**config.mk**
```make
export PLATFORM = sky130hd
export DESIGN_NAME = fetch_stage
export DESIGN_NICKNAME = d
export VERILOG_FILES = /design/src/rtl/fetch_stage.sv
export SDC_FILE = /design/constraint.sdc
export NUM_CORES = 1
export LEC_CHECK = 0
export BUFFER_PORTS_ARGS = -buffer_cell sky130_fd_sc_hd__buf_4
export CORE_UTILIZATION = 40
export DETAILED_ROUTE_END_ITERATION = 10
export GPL_TIMING_DRIVEN = 0
export PLACE_DENSITY = 0.57
export SYNTH_ARGS = -nofsm -noshare
export SYNTH_HDL_FRONTEND = slang
export SYNTH_SLANG_ARGS = --single-unit
```
**constraint.sdc**
```tcl
create_clock -name clk -period 3.4 [get_ports clk]
set_clock_uncertainty 0.05 [all_clocks]
set_input_delay 0.17 -clock clk [delete_from_list [all_inputs] [get_ports clk]]
set_output_delay 0.17 -clock clk [all_outputs]
set_load 0.03 [all_outputs]
```
**src/rtl/fetch_stage.sv**
```systemverilog
// fetch_stage: instruction-fetch stage of the 16-bit pipeline.
// Owns the PC, issues fetches over a ready-based handshake, and loads the IF/ID
// register. A one-entry skid buffer absorbs a response that lands while decode
// is stalled. Fetch stops on HALT and resumes only after a redirect or reset.
//
// Ports:
//   clk, rst_n       clock, asynchronous active-low reset
//   imem_req/addr    fetch request valid / fetch address (always the PC)
//   imem_ready/data  response valid for the current address / instruction
//   stall            decode cannot accept; IF/ID holds
//   redirect/_pc     taken branch; refetch from redirect_pc (bit 0 dropped)
//   ifid_*           IF/ID pipeline register: valid, instr, pc, pc+2
//   halted           HALT fetched, fetch stopped
module fetch_stage #(
    parameter logic [15:0] RESET_PC    = 16'h0000,
    parameter logic [3:0]  HALT_OPCODE = 4'hF
) (
    input  logic        clk,
    input  logic        rst_n,
    output logic        imem_req,
    output logic [15:0] imem_addr,
    input  logic        imem_ready,
    input  logic [15:0] imem_data,
    input  logic        stall,
    input  logic        redirect,
    input  logic [15:0] redirect_pc,
    output logic        ifid_valid,
    output logic [15:0] ifid_instr,
    output logic [15:0] ifid_pc,
    output logic [15:0] ifid_pc_plus2,
    output logic        halted
);

    localparam int unsigned XLEN = 16;

    localparam logic [1:0] ST_FETCH  = 2'd0;
    localparam logic [1:0] ST_HOLD   = 2'd1;
    localparam logic [1:0] ST_HALTED = 2'd2;

    logic [1:0]      state, state_n;
    logic [XLEN-1:0] pc, pc_n;
    logic [XLEN-1:0] skid_instr, skid_instr_n;
    logic [XLEN-1:0] skid_pc, skid_pc_n;
    logic            ifid_valid_n;
    logic [XLEN-1:0] ifid_instr_n, ifid_pc_n, ifid_pc_plus2_n;
    logic            imem_req_n, halted_n;

    logic            accept_c;
    logic            data_halt_c;
    logic            skid_halt_c;
    logic [XLEN-1:0] pc_inc_c;
    logic [XLEN-1:0] skid_pc_inc_c;

    // A response counts only while a request is actually outstanding.
    assign accept_c      = imem_req & imem_ready;
    assign data_halt_c   = (imem_data[15:12] == HALT_OPCODE);
    assign skid_halt_c   = (skid_instr[15:12] == HALT_OPCODE);
    assign pc_inc_c      = pc + XLEN'(2);
    assign skid_pc_inc_c = skid_pc + XLEN'(2);
    assign imem_addr     = pc;

    // Next-state and datapath selection; priority redirect > stall > fetch.
    always_comb begin
        state_n         = state;
        pc_n            = pc;
        skid_instr_n    = skid_instr;
        skid_pc_n       = skid_pc;
        ifid_valid_n    = ifid_valid;
        ifid_instr_n    = ifid_instr;
        ifid_pc_n       = ifid_pc;
        ifid_pc_plus2_n = ifid_pc_plus2;

        if (redirect) begin
            // Flush IF/ID and skid; any same-cycle response is dropped.
            pc_n         = redirect_pc & 16'hFFFE;
            ifid_valid_n = 1'b0;
            skid_instr_n = '0;
            skid_pc_n    = '0;
            state_n      = ST_FETCH;
        end else begin
            case (state)
                ST_FETCH: begin
                    if (accept_c) begin
                        pc_n = data_halt_c ? pc : pc_inc_c;
                        if (!stall) begin
                            ifid_valid_n    = 1'b1;
                            ifid_instr_n    = imem_data;
                            ifid_pc_n       = pc;
                            ifid_pc_plus2_n = pc_inc_c;
                            state_n         = data_halt_c ? ST_HALTED : ST_FETCH;
                        end else begin
                            skid_instr_n = imem_data;
                            skid_pc_n    = pc;
                            state_n      = ST_HOLD;
                        end
                    end else if (!stall) begin
                        ifid_valid_n = 1'b0;
                    end
                end
                ST_HOLD: begin
                    if (!stall) begin
                        ifid_valid_n    = 1'b1;
                        ifid_instr_n    = skid_instr;
                        ifid_pc_n       = skid_pc;
                        ifid_pc_plus2_n = skid_pc_inc_c;
                        skid_instr_n    = '0;
                        skid_pc_n       = '0;
                        state_n         = skid_halt_c ? ST_HALTED : ST_FETCH;
                    end
                end
                ST_HALTED: begin
                    if (!stall) begin
                        ifid_valid_n = 1'b0;
                    end
                end
                default: begin
                    state_n = ST_FETCH;
                end
            endcase
        end

        imem_req_n = (state_n == ST_FETCH);
        halted_n   = (state_n == ST_HALTED);
    end

    // State and output registers.
    always_ff @(posedge clk or negedge rst_n) begin
        if (!rst_n) begin
            state         <= ST_FETCH;
            pc            <= RESET_PC;
            skid_instr    <= '0;
            skid_pc       <= '0;
            ifid_valid    <= 1'b0;
            ifid_instr    <= '0;
            ifid_pc       <= '0;
            ifid_pc_plus2 <= '0;
            imem_req      <= 1'b0;
            halted        <= 1'b0;
        end else begin
            state         <= state_n;
            pc            <= pc_n;
            skid_instr    <= skid_instr_n;
            skid_pc       <= skid_pc_n;
            ifid_valid    <= ifid_valid_n;
            ifid_instr    <= ifid_instr_n;
            ifid_pc       <= ifid_pc_n;
            ifid_pc_plus2 <= ifid_pc_plus2_n;
            imem_req      <= imem_req_n;
            halted        <= halted_n;
        end
    end

endmodule

```
==> results of run 1 <==
==> layout make-up <==
class / instances / area [sq um] / area share, %
Sequential cell: 99 / 2477 / 37.84
Multi-Input combinational cell: 362 / 2367 / 36.16
Timing Repair Buffer: 116 / 914.6 / 13.97
Buffer: 42 / 274.0 / 4.186
Clock buffer: 13 / 260.3 / 3.976
Tap cell: 172 / 215.2 / 3.287
Clock inverter: 3 / 22.52 / 0.3440
Inverter: 4 / 15.01 / 0.2294
==> critical path, stage by stage, from the launching register on <==
cell      delay [ns]
dfrtp_1         0.41
inv_1           0.09
ha_1            0.14
buf_4           0.20
clkbuf_1        0.40
buf_2           0.38
mux2i_1         0.32
o21ai_1         0.09
==> through the flow <==
stage	util, %	hold WS [ns]	power, mW	cells
6_report	52.09	0.02382	3.660	811
5_1_grt	52.09	0.02607	3.848	811
4_1_cts	51.98	0.01562	3.689	810
3_5_place_dp	48.53	0.3374	2.701	779
3_3_place_gp	48.53	0.3303	2.682	779
2_1_floorplan	-	-0.1756	2.224	507
==> logic make-up after synthesis <==
group	count (synthesis)	share of synthesized area (%)
multiplexers	31	6.069
buffers and inverters	46	5.630
adder cells (fa/ha/maj)	6	1.462
AO/OA/AOI/OAI	122	15.26
AND/OR/NAND/NOR	162	16.43
other	1	0.07305
XOR/XNOR	40	6.824
flip-flops	99	48.26
==> worst max-delay path by stage <==
stage	slack, ns	cells after the start	end
2_1_floorplan	1.55	6	imem_addr[13]
4_1_cts	1.17	7	ifid_pc[10]
6_report	1.18	7	ifid_pc[10]
5_1_grt	1.02	7	ifid_pc[10]
3_3_place_gp	1.23	7	ifid_pc[10]
3_5_place_dp	1.18	7	ifid_pc[10]
==> metal layers <==
layer	GRT usage [%]	routed length, um
met2	30.92	5838
met4	8.918	267
met5	0	0
met1	33.45	6749
met3	2.319	520
==> cell usage after synthesis, types with 2 or more instances <==
| master | number | area (sq um) |
|---|---|---|
| buf_4 | 9 | 67.56 |
| clkbuf_1 | 7 | 26.28 |
| o21ai_0 | 10 | 50.05 |
| buf_6 | 8 | 90.09 |
| nor3_2 | 4 | 40.04 |
| mux2i_1 | 30 | 300.3 |
| nand3_1 | 8 | 40.04 |
| buf_2 | 17 | 85.08 |
| ha_1 | 6 | 75.07 |
| xnor2_1 | 12 | 105.1 |
| and2_1 | 4 | 25.02 |
| nand4_1 | 5 | 31.28 |
| o21ai_1 | 51 | 255.2 |
| xor2_1 | 28 | 245.2 |
| a22o_1 | 31 | 271.5 |
| dfrtp_1 | 99 | 2477 |
| nor4_1 | 2 | 12.51 |
| nor2b_1 | 14 | 87.58 |
| nor3_1 | 7 | 35.03 |
| nand2_1 | 84 | 315.3 |
| inv_1 | 4 | 15.01 |
| nor2_1 | 16 | 60.06 |
| nand4_2 | 3 | 37.54 |
| a21oi_1 | 18 | 90.09 |
| o21ai_2 | 4 | 35.03 |
| nand3_2 | 2 | 20.02 |
| nor4_2 | 3 | 37.54 |
==> what timing repair did <==
action / CTS / global route
endpoints found under the hold margin: 15 / 81
setup endpoints to repair: 0 / 0
hold buffers: 15 / 1
==> sequential cells by signal, summed over array words and instances (netlist names) <==
signal / cells
skid_pc: 16
ifid_pc_plus2: 15
skid_instr: 16
ifid_pc: 16
state: 2
imem_req: 1
imem_addr: 15
ifid_instr: 16
halted: 1
ifid_valid: 1
==> power groups by stage <==
stage | Sequential (mW) | Combinational [mW] | Clock [mW]
detailed placement | 1.53 | 1.17 | 0
global placement | 1.52 | 1.16 | 0
floorplan | 1.84 | 0.385 | 0
CTS | 1.51 | 1.19 | 0.995
global route | 1.53 | 1.27 | 1.05
finish | 1.50 | 1.18 | 0.976
==> impl_results.md, run 1 <==
* R2R cell count at 7
* Synthesized cell area at 0.005134 sq mm
* DP Area at 0.006100 sq mm
* Area Overhead vs Synth at 27.52%
* Hold path cells at 2
* Largest net degree at the start of global routing at 100
* Outcome: finished clean
* Number of I/O pins at 104
* Core area at 0.01257 sq mm
* NumNets Final at approximately 680
* Worst Setup Start Kind: flop
* CTS Buf Count at 9
* Synthesized area per cell at just over 10 sq um
* Routed vias/inst at 5.112
* Effective utilization at floorplan at 40.85%
* Clk pwr share at 26.7%
* Global-route wire length before repair at 21880 um
* Fin area at around 0.0065 sq mm
* Leak Pwr at 3.045 nW
* GRT Total Usage at between 20% and 30%
* Setup ws final at approximately 1.2 ns
* Commonest cells after routing, fill and taps aside: buf_4 (108), dfrtp_1 (99), nand2_1 (84), o21ai_1 (51), a22o_1 (31)
* Syn Nets at 550
* H-tree Lvls at 3
* Die width at 115.3 um
* ANT cells at 0
* WP data arrival at approximately 2.4 ns
* Max Slew Vio Count at 0
* Die height at 115.3 um
* Core Rows at 41
* Vias in the first global route at a little over 4000
* TritonCTS clock tree: yes
* Max Cap Violations at 0
* Dpl hpwl at 9830 um
* Worst vdd ir at between 0.0002 and 0.0003 V
* Worst reg2reg setup slack at ~1.2 ns
* Crit path max fanout at 10
* DRT antenna net count at 0
* EDFF count, synth at 0
* Slew @ Worst Pin at 0.9449 ns
* Req. time, crit path at 3.57 ns
* Tightest Hold Check Type: primary input to flop
* Hold path start: imem_data[14]
* Most common cell after layout, fill and taps aside: buf_4
* DRC marker count from the first detailed-route iteration at 215
* CTS resizes at 0
* Clk sinks at between 90 and 100
* Layout cell share with drive strength beyond 1 at around 27%
* WL final at 13380 um
* Async S/R FF share, synth at 100.0%
* Root Driver: clkbuf_16
* Sequential power share at 41.1%
* CP endpoint kind: flop
* Clock Path Buffers at 2
* Fin. Hold Viols at 0
* Post-synthesis register bit count at 99
* Hold Path Sink: skid_instr[14]
* Place WS at approximately 1.2 ns
* Max_slew headroom at 37.01%
* CTS clock-pin slew for the worst setup and hold paths at 0.07 ns
* Crit share post-route at 65.26%
* Clock latency on the worst-skew pair at about 0.34 ns
* Fillers at 1165
* Antenna violations before repair at 0
* Finish-stage setup viols at 0
* Comb power frac at 32.2%
* Global route total overflow at 0
* RSZ-0062 raised after global routing: no
* Routed len/inst at approximately 16 um
* Main synth FF type: dfrtp_1
* RR Startpoint: state[1]
* Distinct cells, synth at 48
* Reg2reg end: ifid_pc[10]
* Synthesized instance count at approximately 510
* Port bufs at 100
* Synth warn at 0
* Crit path from: state[1]
* Post-CTS Setup Inserts at 0
* Die area at 0.01329 sq mm
* Drc violations at 0
* Tmin final at 2.219 ns
* Drt first pass iters at 4
* Via count at 4146
* Net Sw Frac at 35.65%
* GPL Wtd Cong at approximately 0.85
* P_int at 2.355 mW
* Post-synthesis sequential area ratio at between 40% and 50%
* Setup TNS at 0 ns
* NetSw at between 1 and 1.5 mW
* FMAX at 450.7 MHz
* Pwr per Cell Area at 559.1 mW/mm^2
* Crit path kind: flop to flop
Note: power is estimated with default switching activity, not from simulation.
==> run 2, diff against run 1 <==
--- a/config.mk
+++ b/config.mk
@@ -9,7 +9,7 @@
 export CORE_UTILIZATION = 40
 export DETAILED_ROUTE_END_ITERATION = 10
 export GPL_TIMING_DRIVEN = 0
-export PLACE_DENSITY = 0.57
+export PLACE_DENSITY = 0.6
 export SYNTH_ARGS = -nofsm -noshare
 export SYNTH_HDL_FRONTEND = slang
 export SYNTH_SLANG_ARGS = --single-unit
==> constraint.sdc (replaced) <==
create_clock -name clk -period 1.92 [get_ports clk]
set_clock_uncertainty 0.05 [all_clocks]
set_input_delay 0.096 -clock clk [delete_from_list [all_inputs] [get_ports clk]]
set_output_delay 0.096 -clock clk [all_outputs]
set_load 0.03 [all_outputs]
==> run 2 against run 1 <==
  * Setup slack got worse by 1.1 ns
  * Clock-buffer cell count decreased by 2
  * Worst hold slack gained 0.069 ns
  * Non-clock buffer count up 10
  * Global-route usage down 0.28 points
  * First-iteration DRC count grew 4.7%
  * Critical path depth is 1 higher
  * Sequential share of layout area decreased by 1.0 points
  * Clock power up 98%
  * Sequential power grew 77%
  * Fmax rose by 21%
  * Largest cell class unchanged
==> impl_results.md, run 2 (synthesis gave the netlist of run 1 again) <==
* Clock Path Buffers at 2 (unchanged)
* Finish-stage setup viols at 0 (unchanged)
* Clock latency on the worst-skew pair at 0.35 ns (about the same)
* Worst Setup Start Kind: flop
* Global route total overflow at 0 (unchanged)
* GRT Total Usage at 21.47% (-0.28 points)
* Slew @ Worst Pin at 0.9237 ns (-0.02121 ns)
* Commonest cells after routing, fill and taps aside: buf_4 (121), dfrtp_1 (97), nand2_1 (84), o21ai_1 (51), a22o_1 (31)
* Dpl hpwl at 9807 um (-0.23%)
* Die height at 115.3 um (unchanged)
* ANT cells at 0 (unchanged)
* Crit path kind: flop to flop
* Layout cell share with drive strength beyond 1 at 29.28% (+2.0 points)
* Place WS at -0.2482 ns (-1.430 ns)
* Pwr per Cell Area at 997.5 mW/mm^2 (+78%)
* CTS clock-pin slew for the worst setup and hold paths at 0.07 ns (about the same)
* Global-route wire length before repair at 21470 um (-1.9%)
* Total chip power at 6.716 mW (+84%)
* CP endpoint kind: flop
* Clk sinks at 99 (unchanged)
* Root Driver: clkbuf_16
* Worst reg2reg setup slack at 0.08 ns (-1.10 ns)
* WHS at 0.09267 ns (+0.06885 ns)
* Core area at 0.01257 sq mm (unchanged)
* Core Rows at 41 (unchanged)
* DRT antenna net count at 0 (unchanged)
* Effective utilization at floorplan at 40.85% (unchanged)
* Number of I/O pins at 104 (unchanged)
* Drt first pass iters at 4 (unchanged)
* Tmin final at 1.838 ns (-0.3809 ns)
* Most common cell after layout, fill and taps aside: buf_4
* Routed vias/inst at 5.107 (about the same)
* Max Cap Violations at 0 (unchanged)
* Worst vdd ir at 0.0004834 V (+83%)
* Crit path from: state[0]
* DRC marker count from the first detailed-route iteration at 225 (+4.7%)
* WL final at 13520 um (+1.1%)
* Crit share post-route at 95.72% (+30 points)
* Via count at 4193 (+1.1%)
* WP data arrival at 2.01 ns (-0.38 ns)
* Setup ws final at 0.08210 ns (-1.099 ns)
* Max Slew Vio Count at 0 (unchanged)
* Routed len/inst at 16.47 um (-0.12%)
* CTS Buf Count at 9 (unchanged)
* GPL Wtd Cong at 0.8397 (-1.0%)
* Antenna violations before repair at 0 (unchanged)
* Die width at 115.3 um (unchanged)
* Reg2reg end: ifid_instr[4]
* NumNets Final at 687 (+1.5%)
* Port bufs at 100 (unchanged)
* Crit path max fanout at 10 (unchanged)
* Area Overhead vs Synth at 31.15%
* Vias in the first global route at 3992 (-1.6%)
* Fin. Hold Viols at 0 (unchanged)
* Largest net degree at the start of global routing at 100 (unchanged)
* FMAX at 544.1 MHz (+21%)
* Die area at 0.01329 sq mm (unchanged)
* RR Startpoint: state[0]
* TritonCTS clock tree: yes
* DP Area at 0.006100 sq mm (unchanged)
* Final core occ at 53.57% (+1.5 points)
* Setup crit end: ifid_instr[4]
* Max_slew headroom at 38.42% (+1.4 points)
* Req. time, crit path at 2.09 ns (-1.48 ns)
* R2R cell count at 8 (+1)
* Leak Pwr at 3.132 nW (+2.9%)
* Fin area at 0.006733 sq mm (+2.8%)
* Tightest Hold Check Type: primary input to flop
* Outcome: finished clean
* Hold path cells at 3 (+1)
* H-tree Lvls at 3 (unchanged)
* Drc violations at 0 (unchanged)
[run 2: how the worst min path moves through the flow]
stage                               start  slack (ns)            end
after floorplan                     rst_n       -0.25         halted
after detailed placement   redirect_pc[5]        0.26   imem_addr[5]
final                        imem_data[7]        0.09  skid_instr[7]
after global placement    redirect_pc[10]        0.25  imem_addr[10]
after CTS                           rst_n        0.03   imem_addr[1]
after global routing         imem_data[7]        0.11  skid_instr[7]
[run 2: metrics by stage]
stage               setup TNS, ns  cells
global placement           -2.270    779
global route            -0.009383    821
CTS                             0    818
detailed placement         -4.298    779
finish                          0    821
floorplan                       0    507
[run 2: area by class of cell]
cell class                 instances  area (sq um)
clock inverter                     5         77.57
clock buffer                      11         232.7
timing repair buffer             126         999.7
inverter                           4         15.01
fill                            1186          5836
multi-input combinational        362          2412
tap                              172         215.2
sequential                        99          2480
buffer                            42         300.3
[run 2: what timing repair did]
| action | CTS | global route |
|---|---|---|
| hold buffers | 19 | 1 |
| buffers inserted | 4 | 2 |
| resized for setup | 12 | 15 |
| hold endpoints to repair | 20 | 99 |
| pin swaps | 1 | 2 |
| setup endpoints to repair | 79 | 81 |
[run 2: report_power, final]
part | switching, mW | leakage, nW | internal [mW] | total, mW
clock network | 0.786 | 0.150 | 1.14 | 1.93
registers | 0.238 | 1.28 | 2.42 | 2.66
logic | 1.31 | 1.70 | 0.822 | 2.13
[run 2: critical path, cell delays in order (launching register included)]
cell and delay [ns]:
dfrtp_1 0.42, inv_2 0.11, ha_4 0.18, nand3_1 0.12, a211o_1 0.36, buf_6 0.16
buf_4 0.18, nand2_1 0.07, o21ai_1 0.06
[run 2: layer usage]
metal / track usage [%] / vias to the layer above / wire length [um]
li1: - / 2036 / -
met1: 31.28 / 2030 / 6716
met2: 32.29 / 110 / 6019
met3: 2.794 / 17 / 559
met4: 8.658 / 0 / 228
met5: 0 / - / 0
==> run 3, diff against run 2 <==
--- a/config.mk
+++ b/config.mk
@@ -9,7 +9,7 @@
 export CORE_UTILIZATION = 40
 export DETAILED_ROUTE_END_ITERATION = 10
 export GPL_TIMING_DRIVEN = 0
-export PLACE_DENSITY = 0.6
+export PLACE_DENSITY = 0.67
 export SYNTH_ARGS = -nofsm -noshare
 export SYNTH_HDL_FRONTEND = slang
 export SYNTH_SLANG_ARGS = --single-unit
==> constraint.sdc (replaced) <==
create_clock -name clk -period 1.8 [get_ports clk]
set_clock_uncertainty 0.05 [all_clocks]
set_input_delay 0.09 -clock clk [delete_from_list [all_inputs] [get_ports clk]]
set_output_delay 0.09 -clock clk [all_outputs]
set_load 0.03 [all_outputs]
==> run 3 against run 2 <==
  * The flow now finishes with violations (negative hold slack, negative setup slack)
  * Fmax up 0.76%
  * Routed wire length rose by 7.8%
  * Clock power grew 3%
  * Cell count rose by 2.6%
  * Critical endpoint is now ifid_pc_plus2[12]
  * Critical path depth decreased by 2
  * Non-clock buffer count is 21 higher
  * Via count rose by 3.8%
  * Clock-buffer cell count decreased by 2
  * First-iteration DRC count increased by 26%
==> impl_results.md, run 3 (synthesis gave the netlist of run 1 again) <==
* Largest net degree at the start of global routing at 100 (unchanged)
* Root Driver: clkbuf_16
* WP data arrival at 2.01 ns (about the same)
* Number of I/O pins at 104 (unchanged)
* WHS at -0.1007 ns (-0.1933 ns)
* WL final at 14570 um (+7.8%)
* Tightest Hold Check Type: primary input to asynchronous set/reset pin
* Effective utilization at floorplan at 40.85% (unchanged)
* H-tree Lvls at 3 (unchanged)
* Met1 Use GR at 30.61% (-0.67 points)
* Worst-path cell chain: inv_2 -> ha_4 -> nand2b_4 -> a211o_4 -> buf_12 -> mux2_4
* Clock Path Buffers at 2 (unchanged)
* Placed insts at 779 (unchanged)
* Global-route wire length before repair at 22360 um (+4.1%)
* Max Cap Violations at 0 (unchanged)
* RSZ-0062 raised after global routing: yes
* Req. time, crit path at 1.99 ns (-0.10 ns)
* GPL Wtd Cong at 0.8322 (-0.89%)
* Slew @ Worst Pin at 1.266 ns (+0.3428 ns)
* Area Overhead vs Synth at 41.77%
* Outcome: finished, violations left
* Finish-stage setup viols at 22 (+22)
* Place WS at -0.3648 ns (-0.1166 ns)
* Layout cell share with drive strength beyond 1 at 37.61% (+8.3 points)
* NumNets Final at 708 (+3.1%)
* Max Slew Vio Count at 0 (unchanged)
* Violated checks: negative hold slack, negative setup slack
* CP endpoint kind: flop
* Routed len/inst at 17.31 um (+5.1%)
* Via count at 4353 (+3.8%)
* Met3 Use GR at 3.374% (+0.58 points)
* Most common cell after layout, fill and taps aside: buf_4
* Pwr per Cell Area at 1010 mW/mm^2 (+1.3%)
* Die width at 115.3 um (unchanged)
* GRT Total Usage at 22.21% (+0.74 points)
* Routed vias/inst at 5.170 (+1.2%)
* Clock latency on the worst-skew pair at 0.35 ns (about the same)
* Final core occ at 57.91% (+4.3 points)
* Non-filler cells in the finished layout at 842 (+2.6%)
* Drc violations at 0 (unchanged)
* Global routing's busiest layer: met2
* Clk sinks at 99 (unchanged)
* Setup ws final at -0.02401 ns (-0.1061 ns)
* Core area at 0.01257 sq mm (unchanged)
* Crit path kind: flop to flop
* Vias in the first global route at 4294 (+7.6%)
* Antenna violations before repair at 0 (unchanged)
* ANT cells at 0 (unchanged)
* Leak Pwr at 3.393 nW (+8.3%)
* CTS Buf Count at 9 (unchanged)
* Die area at 0.01329 sq mm (unchanged)
* TritonCTS clock tree: yes
* Global route total overflow at 0 (unchanged)
* Port bufs at 100 (unchanged)
* Largest stage delay, worst path at 0.41 ns (about the same)
* Top delay family on crit path: flip-flops
* DRC marker count from the first detailed-route iteration at 283 (+26%)
* CTS clock-pin slew for the worst setup and hold paths at 0.07 ns (about the same)
* Tmin final at 1.824 ns (-0.01389 ns)
* Die height at 115.3 um (unchanged)
* Global Route met2 Usage at 35.62% (+3.3 points)
* Dpl hpwl at 9999 um (+2.0%)
* Worst Setup Start Kind: flop
* Drt first pass iters at 5 (+1)
* FMAX at 548.2 MHz (+0.76%)
* Crit share post-route at 101.3% (+5.6 points)
* Worst vdd ir at 0.0004158 V (-14%)
* Fillers at 1073 (-9.5%)
* Slowest stage cell on the critical path: dfrtp_2
* Core Rows at 41 (unchanged)
* DRT antenna net count at 0 (unchanged)
* Buf/Inv on CP at 2 (-1)
* Max_slew headroom at 15.57% (-23 points)
* Crit path max fanout at 8 (-2)
* Commonest cells after routing, fill and taps aside: buf_4 (131), dfrtp_1 (95), nand2_1 (66), o21ai_1 (44), a22o_1 (31)
* Fin. Hold Viols at 45 (+45)
[run 3: changes by cell type in the layout (fill, tap and decap cells not counted), moves of 4 or more]
cell / delta
nand2_1: -18
nand2_2: +16
buf_4: +10
o21ai_1: -7
o21ai_2: +7
buf_6: +6
buf_2: -5
buf_8: +5
clkbuf_16: +4
[run 3: timing repair]
action,4_1_cts,5_1_grt
hold endpoints to repair,20,0
cloned,1,4
resized for setup,36,77
buffers inserted,10,14
endpoints found under the setup margin,91,82
hold buffers,19,0
pin swaps,5,17
[run 3: worst register-to-register path, stage by stage (launching register included)]
cell	delay [ns]
dfrtp_2	0.41
inv_2	0.07
ha_4	0.18
nand2b_4	0.15
a211o_4	0.38
buf_12	0.17
mux2_4	0.30
[run 3: routing by layer]
| metal | vias up | share of wire, % |
|---|---|---|
| met1 | 2158 | 45 |
| met2 | 98 | 49 |
| met5 | - | 0 |
| met3 | 21 | 4.0 |
| li1 | 2076 | - |
| met4 | 0 | 1.7 |
[run 3: power by group]
group / internal (mW) / total (mW) / switching [mW] / leakage (nW)
sequential: 2.59 / 2.88 / 0.291 / 1.28
clock: 1.09 / 1.98 / 0.887 / 0.151
combinational: 1.02 / 2.50 / 1.48 / 1.97
total: 4.70 / 7.35 / 2.66 / 3.39
[run 3: cell type report]
type / instances / area [sq um] / area share, %
Sequential cell: 99 / 2482 / 34.11
Clock inverter: 7 / 75.07 / 1.031
Tap cell: 172 / 215.2 / 2.957
Timing Repair Buffer: 148 / 1244 / 17.09
Multi-Input combinational cell: 362 / 2624 / 36.05
Inverter: 4 / 15.01 / 0.2063
Clock buffer: 9 / 225.2 / 3.094
Buffer: 41 / 397.9 / 5.467
[run 3: path summary, 6_finish.rpt]
check,from,depth (start not counted),to,slack (ns)
min reg2reg,ifid_instr[1],2,ifid_instr[1],0.44
max in group asynchronous,rst_n,1,state[0],0.85
min in group clk,imem_data[7],3,skid_instr[7],0.09
min,rst_n,1,imem_addr[1],-0.10
max,state[0],6,ifid_pc_plus2[12],-0.02
max reg2reg,state[0],6,ifid_pc_plus2[12],-0.02
[run 3: per-stage QoR]
| stage | power, mW | TNS (ns) | hold WS (ns) | instance area, sq um |
|---|---|---|---|---|
| global route | 7.671 | -2.591 | 0.04994 | 7278 |
| global placement | 5.059 | -10.86 | 0.2528 | 6102 |
| detailed placement | 5.109 | -13.74 | 0.2576 | 6102 |
| floorplan | 4.203 | 0 | -0.2556 | 5136 |
| CTS | 7.163 | -0.02887 | 0.01111 | 6810 |
| finish | 7.354 | -0.2102 | -0.1007 | 7278 |
